## config.mk

```make
export PLATFORM = sky130hd
export DESIGN_NAME = vga_scan_out
export DESIGN_NICKNAME = d
export VERILOG_FILES = /design/src/rtl/vga_pkg.sv /design/src/rtl/vga_delay_line.sv /design/src/rtl/vga_scan_out.sv
export SDC_FILE = /design/constraint.sdc
export NUM_CORES = 1
export LEC_CHECK = 0
export CAP_MARGIN = 25
export CORE_UTILIZATION = 53
export CTS_BUF_LIST = sky130_fd_sc_hd__clkbuf_4
export DETAILED_ROUTE_END_ITERATION = 10
export PLACE_DENSITY = 0.84
export SLEW_MARGIN = 5
export SYNTH_ARGS = -nofsm -noshare
export SYNTH_HDL_FRONTEND = slang
export SYNTH_SLANG_ARGS = --single-unit
```

## constraint.sdc

```tcl
create_clock -name clk_clk -period 3.1 [get_ports clk_clk]
set_input_delay 0.93 -clock clk_clk [delete_from_list [all_inputs] [get_ports clk_clk]]
set_output_delay 0.93 -clock clk_clk [all_outputs]
set_load 0.05 [all_outputs]
```

## src/rtl/vga_pkg.sv

```systemverilog
// Shared timing defaults, counter width and colour type for the VGA scan-out slice.
package vga_pkg;

   localparam int CNT_W           = 10;
   localparam int H_ACTIVE_DEF    = 640;
   localparam int H_FP_DEF        = 16;
   localparam int H_SYNC_DEF      = 96;
   localparam int H_BP_DEF        = 48;
   localparam int V_ACTIVE_DEF    = 480;
   localparam int V_FP_DEF        = 10;
   localparam int V_SYNC_DEF      = 2;
   localparam int V_BP_DEF        = 33;
   localparam int PIX_LATENCY_DEF = 2;

   localparam int H_TOTAL_DEF      = H_ACTIVE_DEF + H_FP_DEF + H_SYNC_DEF + H_BP_DEF;
   localparam int V_TOTAL_DEF      = V_ACTIVE_DEF + V_FP_DEF + V_SYNC_DEF + V_BP_DEF;
   localparam int H_SYNC_START_DEF = H_ACTIVE_DEF + H_FP_DEF;
   localparam int V_SYNC_START_DEF = V_ACTIVE_DEF + V_FP_DEF;

   typedef struct packed {
      logic [3:0] r;
      logic [3:0] g;
      logic [3:0] b;
   } rgb12_t;

   function automatic logic in_window(input logic [CNT_W-1:0] val,
                                      input logic [CNT_W-1:0] lo,
                                      input logic [CNT_W-1:0] hi);
      return (val >= lo) && (val <= hi);
   endfunction

endpackage

```

## src/rtl/vga_delay_line.sv

```systemverilog
// Fixed-depth shift register with async reset and a synchronous flush.
module vga_delay_line #(
   parameter int WIDTH = 3,
   parameter int DEPTH = 2
) (
   input  logic             clk,
   input  logic             rst_n,
   input  logic             clr,
   input  logic [WIDTH-1:0] din,
   output logic [WIDTH-1:0] dout
);

   logic [DEPTH-1:0][WIDTH-1:0] stage_r;

   // Shift towards the tail; a flush empties every stage at once
   always_ff @(posedge clk or negedge rst_n) begin
      if (!rst_n) begin
         stage_r <= '0;
      end else if (clr) begin
         stage_r <= '0;
      end else begin
         for (int i = DEPTH - 1; i > 0; i--) begin
            stage_r[i] <= stage_r[i-1];
         end
         stage_r[0] <= din;
      end
   end

   assign dout = stage_r[DEPTH-1];

endmodule

```

## src/rtl/vga_scan_out.sv

```systemverilog
// 640x480@60 scan engine: pixel requests by (x,y), colour capture and sync realignment.
module vga_scan_out
   import vga_pkg::*;
#(
   parameter int H_ACTIVE    = H_ACTIVE_DEF,
   parameter int H_FP        = H_FP_DEF,
   parameter int H_SYNC      = H_SYNC_DEF,
   parameter int H_BP        = H_BP_DEF,
   parameter int V_ACTIVE    = V_ACTIVE_DEF,
   parameter int V_FP        = V_FP_DEF,
   parameter int V_SYNC      = V_SYNC_DEF,
   parameter int V_BP        = V_BP_DEF,
   parameter int PIX_LATENCY = PIX_LATENCY_DEF
) (
   input  logic             clk_clk,
   input  logic             reset_reset_n,
   input  logic             enable,
   output logic             pix_req,
   output logic [CNT_W-1:0] pix_x,
   output logic [CNT_W-1:0] pix_y,
   input  logic [11:0]      pix_rgb,
   output logic             frame_tick,
   output logic             vga_conduit_CLK,
   output logic             vga_conduit_HS,
   output logic             vga_conduit_VS,
   output logic             vga_conduit_BLANK,
   output logic             vga_conduit_SYNC,
   output logic [3:0]       vga_conduit_R,
   output logic [3:0]       vga_conduit_G,
   output logic [3:0]       vga_conduit_B
);

   localparam int H_TOTAL = H_ACTIVE + H_FP + H_SYNC + H_BP;
   localparam int V_TOTAL = V_ACTIVE + V_FP + V_SYNC + V_BP;

   localparam logic [CNT_W-1:0] H_ACT_C   = CNT_W'(H_ACTIVE);
   localparam logic [CNT_W-1:0] V_ACT_C   = CNT_W'(V_ACTIVE);
   localparam logic [CNT_W-1:0] H_LAST_C  = CNT_W'(H_TOTAL - 1);
   localparam logic [CNT_W-1:0] V_LAST_C  = CNT_W'(V_TOTAL - 1);
   localparam logic [CNT_W-1:0] H_SYNC_LO = CNT_W'(H_ACTIVE + H_FP);
   localparam logic [CNT_W-1:0] H_SYNC_HI = CNT_W'(H_ACTIVE + H_FP + H_SYNC - 1);
   localparam logic [CNT_W-1:0] V_SYNC_LO = CNT_W'(V_ACTIVE + V_FP);
   localparam logic [CNT_W-1:0] V_SYNC_HI = CNT_W'(V_ACTIVE + V_FP + V_SYNC - 1);

   logic [CNT_W-1:0] h_cnt_r;
   logic [CNT_W-1:0] v_cnt_r;
   logic             pix_req_s;
   logic             hs_raw_s;
   logic             vs_raw_s;
   logic             tick_s;
   logic [2:0]       dly_in_s;
   logic [2:0]       dly_out_s;
   logic             hs_r;
   logic             vs_r;
   logic             blank_r;
   logic             tick_r;
   rgb12_t           rgb_r;

   // Scan counters: parked at the origin while disabled, wrap at the frame end
   always_ff @(posedge clk_clk or negedge reset_reset_n) begin
      if (!reset_reset_n) begin
         h_cnt_r <= {CNT_W{1'b0}};
         v_cnt_r <= {CNT_W{1'b0}};
      end else if (!enable) begin
         h_cnt_r <= {CNT_W{1'b0}};
         v_cnt_r <= {CNT_W{1'b0}};
      end else if (h_cnt_r == H_LAST_C) begin
         h_cnt_r <= {CNT_W{1'b0}};
         v_cnt_r <= (v_cnt_r == V_LAST_C) ? {CNT_W{1'b0}} : v_cnt_r + 10'd1;
      end else begin
         h_cnt_r <= h_cnt_r + 10'd1;
      end
   end

   // Raw timing flags decoded from the counters, gated by enable
   always_comb begin
      pix_req_s = enable && (h_cnt_r < H_ACT_C) && (v_cnt_r < V_ACT_C);
      hs_raw_s  = enable && in_window(h_cnt_r, H_SYNC_LO, H_SYNC_HI);
      vs_raw_s  = enable && in_window(v_cnt_r, V_SYNC_LO, V_SYNC_HI);
      tick_s    = enable && (h_cnt_r == {CNT_W{1'b0}}) && (v_cnt_r == V_ACT_C);
      dly_in_s  = {hs_raw_s, vs_raw_s, pix_req_s};
   end

   // Syncs and the active flag wait out the renderer latency before meeting the colour
   vga_delay_line #(
      .WIDTH (3),
      .DEPTH (PIX_LATENCY)
   ) u_delay (
      .clk   (clk_clk),
      .rst_n (reset_reset_n),
      .clr   (~enable),
      .din   (dly_in_s),
      .dout  (dly_out_s)
   );

   // Pin register: colour is only trusted while the delayed active flag is set
   always_ff @(posedge clk_clk or negedge reset_reset_n) begin
      if (!reset_reset_n) begin
         hs_r    <= 1'b1;
         vs_r    <= 1'b1;
         blank_r <= 1'b0;
         rgb_r   <= 12'h000;
         tick_r  <= 1'b0;
      end else begin
         hs_r    <= ~dly_out_s[2];
         vs_r    <= ~dly_out_s[1];
         blank_r <= dly_out_s[0];
         rgb_r   <= dly_out_s[0] ? rgb12_t'(pix_rgb) : rgb12_t'(12'h000);
         tick_r  <= tick_s;
      end
   end

   assign pix_req           = pix_req_s;
   assign pix_x             = h_cnt_r;
   assign pix_y             = v_cnt_r;
   assign frame_tick        = tick_r;
   assign vga_conduit_CLK   = clk_clk;
   assign vga_conduit_HS    = hs_r;
   assign vga_conduit_VS    = vs_r;
   assign vga_conduit_BLANK = blank_r;
   assign vga_conduit_SYNC  = 1'b0;
   assign vga_conduit_R     = rgb_r.r;
   assign vga_conduit_G     = rgb_r.g;
   assign vga_conduit_B     = rgb_r.b;

endmodule
```

==> results.md <==
- run status: completed
- site row count: 21
- placed wire-length estimate after detailed placement: 2.826 mm
- ratio of total power to cell area: 421.8 nW/um^2
- count of inserted antenna diode cells: 0
- IO Count: 54
- beginning of the worst hold path: u_delay.dout[2]
- Post-layout nets: 251
- highest ir drop seen on vdd: 0.2448 mV
- Area Growth Syn to Fin: 31.30%
- number of design rule violations left after detail routing: 0
- FF+latch count, synth: 42
- Worst Hold Endpoint: vga_conduit_HS
- average wire per standard cell: 14.66 um
- worst reg2reg startpoint: pix_x[1]
- vias in the first global route: 1546
- unrepaired setup endpoints after global routing: no
- Die Y-Extent: 62.30 um
- sequential element share of the synthesized area: 54.68%
- endpoint of the worst register-to-register path: pix_y[7]
- number of fillers in the final layout: 250
- post-synth design cell area: 1927 um^2
- critical path data arrival time: 2110 ps
- DR vias: 1582
- Post-Synthesis Cells: 180
- Data required, critical path: 2170 ps
- DRC violation total after the first TritonRoute iteration: 96
- clock skew: 10.80 ps
- placer congestion estimate: 0.8509
- Final Non-Filler Cells: 279
- wire length of the first global-routing pass: 7.093 mm
- Overflow after GRT: 0
- Final Worst Setup Slack: 61.04 ps
- Reg2Reg Setup Slack: 1170 ps
- vias per cell: 5.670
- DP Worst Slack: -52.09 ps
- sort of element at the start of the critical path: clock port
- hold buffers post-CTS: 0
- worst reg-to-reg path cell count: 5
- setup tns final: 0 ps
- synthesized netlist net count: 199
- Final Hold Fails: 0
- kind of critical path: clk2out
- Buffers on Ports: 52
- warnings from Yosys: 0
- Die Footprint: 3881 um^2
- max-cap violation count: 0
- routed wire length: 4.090 mm
- number of placed instances, taps included: 268
- initial core utilization: 56.41%
- final number of setup-violating endpoints: 0
- core area: 3416 um^2
- first drt pass iteration count: 5
- headroom to the max-slew limit: 42.33%
- average footprint of a synthesized cell: 10.70 um^2
- GRT Total Usage: 24.07%
- worst hold path class: reg2reg
- ratio of cells with drive above 1 in the final layout: 9.013%
- pin count of the biggest net entering global routing: 43
- Worst Max-Slew Pin Slew: 865.1 ps
- antenna-violating nets left: 0
- TritonCTS clock tree: done
- Critical Path Sink Type: primary output
- Cell variety after synth: 38
- antenna violations before repair: 0
- worst-skew pair later-pin latency: 450 ps
- clock slew seen by the registers of the worst setup and hold paths: 110 ps
- die width: 62.30 um
- maximum fanout along the worst path: 2
- max-slew violation total from the final report: 0
- static leakage: 1.065 nW
- WHS Path Cells: 1
[metrics by stage]
| stage | hold WS (ps) | instance area, um^2 | utilization [%] | total power, mW |
|---|---|---|---|---|
| after floorplan | 336.7 | 1927 | - | 0.7103 |
| after global placement | 338.5 | 2452 | 71.79 | 0.7684 |
| after detailed placement | 352.4 | 2452 | 71.79 | 0.7707 |
| after CTS | 363.9 | 2530 | 74.07 | 1.083 |
| after global routing | 379.0 | 2530 | 74.07 | 1.116 |
| final | 357.7 | 2530 | 74.07 | 1.067 |
[power breakdown]
part / switching [mW] / internal, mW
combinational: 0.0725 / 0.0446
clock: 0.237 / 0.145
sequential: 0.00942 / 0.559
total: 0.319 / 0.748
[kinds of logic (layout without fill, tap and decap cells)]
logic type               count (synthesis)  after routing  synth area share [%]
AO/OA/AOI/OAI                           26             26                 9.156
XOR/XNOR                                 8              8                 3.637
adder cells (fa/ha/maj)                  4              4                 2.598
buffers and inverters                   20             73                 5.130
flip-flops                              42             42                 54.68
other                                    1              1                0.1946
AND/OR/NAND/NOR                         79             79                 24.61
[layer usage]
layer	vias to the layer above	wire length (um)	GRT usage (%)
li1	730	-	-
met1	749	1683	29.67
met2	85	1943	36.81
met3	18	339	9.007
met4	0	124	12.79
met5	-	0	0
[critical path: stages]
cell	delay, ps
sky130_fd_sc_hd__clkbuf_4	110
sky130_fd_sc_hd__clkbuf_4	120
sky130_fd_sc_hd__clkdlybuf4s15_2	320
[worst max-delay path by stage]
stage | startpoint | to | slack (ps)
global route | clk_clk | vga_conduit_CLK | 50
CTS | clk_clk | vga_conduit_CLK | 50
floorplan | clk_clk | vga_conduit_CLK | 450
global placement | clk_clk | vga_conduit_CLK | -50
finish | clk_clk | vga_conduit_CLK | 60
detailed placement | clk_clk | vga_conduit_CLK | -50
[registers in the layout, summed over array words and instances (netlist names)]
name               flops
pix_x                 10
pix_y                 10
vga_conduit_B          4
vga_conduit_G          4
vga_conduit_R          4
u_delay.dout           3
u_delay.stage_r        3
frame_tick             1
vga_conduit_BLANK      1
vga_conduit_HS         1
vga_conduit_VS         1
[synth_stat cells]
cell | number | area, um^2
sky130_fd_sc_hd__a311oi_1 | 1 | 8.760
sky130_fd_sc_hd__a31oi_1 | 10 | 62.56
sky130_fd_sc_hd__a41oi_1 | 2 | 17.52
sky130_fd_sc_hd__and2_1 | 17 | 106.4
sky130_fd_sc_hd__and3_1 | 3 | 18.77
sky130_fd_sc_hd__and3b_1 | 2 | 17.52
sky130_fd_sc_hd__and4_1 | 1 | 8.760
sky130_fd_sc_hd__and4_4 | 1 | 11.26
sky130_fd_sc_hd__and4bb_1 | 2 | 25.02
sky130_fd_sc_hd__buf_2 | 2 | 10.01
sky130_fd_sc_hd__buf_4 | 5 | 37.54
sky130_fd_sc_hd__clkbuf_1 | 2 | 7.510
sky130_fd_sc_hd__clkbuf_2 | 2 | 10.01
sky130_fd_sc_hd__conb_1 | 1 | 3.750
sky130_fd_sc_hd__dfrtp_1 | 40 | 1001
sky130_fd_sc_hd__dfstp_2 | 2 | 52.55
sky130_fd_sc_hd__ha_1 | 4 | 50.05
sky130_fd_sc_hd__inv_1 | 9 | 33.78
sky130_fd_sc_hd__nand2_1 | 10 | 37.54
sky130_fd_sc_hd__nand2b_1 | 3 | 18.77
sky130_fd_sc_hd__nand3_1 | 8 | 40.04
sky130_fd_sc_hd__nand3_4 | 1 | 17.52
sky130_fd_sc_hd__nand4_1 | 3 | 18.77
sky130_fd_sc_hd__nand4_2 | 1 | 12.51
sky130_fd_sc_hd__nand4b_1 | 1 | 8.760
sky130_fd_sc_hd__nor2_1 | 11 | 41.29
sky130_fd_sc_hd__nor3_1 | 10 | 50.05
sky130_fd_sc_hd__nor3_4 | 1 | 16.27
sky130_fd_sc_hd__nor4_1 | 2 | 12.51
sky130_fd_sc_hd__o211ai_1 | 5 | 37.54
sky130_fd_sc_hd__o21ai_0 | 5 | 25.02
sky130_fd_sc_hd__o21ai_2 | 1 | 8.760
sky130_fd_sc_hd__o31ai_1 | 1 | 7.510
sky130_fd_sc_hd__o41ai_1 | 1 | 8.760
sky130_fd_sc_hd__or2_0 | 1 | 6.260
sky130_fd_sc_hd__or3_1 | 1 | 6.260
sky130_fd_sc_hd__xnor2_1 | 5 | 43.79
sky130_fd_sc_hd__xor2_1 | 3 | 26.28
[layout make-up]
class / instances / area [um^2] / area share [%]
sequential: 42 / 1054 / 41.64
multi-input combinational: 118 / 774.5 / 30.61
timing repair buffer: 52 / 523.0 / 20.67
clock buffer: 9 / 71.32 / 2.819
tap: 46 / 57.56 / 2.275
inverter: 9 / 33.78 / 1.335
clock inverter: 3 / 16.27 / 0.6429
[cells in the final DEF (no fill, tap or decap), types with 2 or more instances in the layout]
master	instances
sky130_fd_sc_hd__a41oi_1	2
sky130_fd_sc_hd__and3b_1	2
sky130_fd_sc_hd__xor2_1	3
sky130_fd_sc_hd__xnor2_1	5
sky130_fd_sc_hd__nor4_1	2
sky130_fd_sc_hd__nand3_1	8
sky130_fd_sc_hd__ha_1	4
sky130_fd_sc_hd__nor2_1	11
sky130_fd_sc_hd__nand4_1	3
sky130_fd_sc_hd__o211ai_1	5
sky130_fd_sc_hd__nand2_1	10
sky130_fd_sc_hd__and4bb_1	2
sky130_fd_sc_hd__clkbuf_4	8
sky130_fd_sc_hd__and2_1	17
sky130_fd_sc_hd__nor3_1	10
sky130_fd_sc_hd__clkdlybuf4s50_1	49
sky130_fd_sc_hd__inv_1	9
sky130_fd_sc_hd__nand2b_1	3
sky130_fd_sc_hd__and3_1	3
sky130_fd_sc_hd__dfrtp_1	40
sky130_fd_sc_hd__o21ai_0	5
sky130_fd_sc_hd__dfstp_2	2
sky130_fd_sc_hd__a31oi_1	10
[repair_timing]
action | 4_1_cts | 5_1_grt
setup buffers | 0 | 0
gates resized for setup | 3 | 0
setup endpoints to repair | 1 | 0
(Power assumes the default switching activity.)
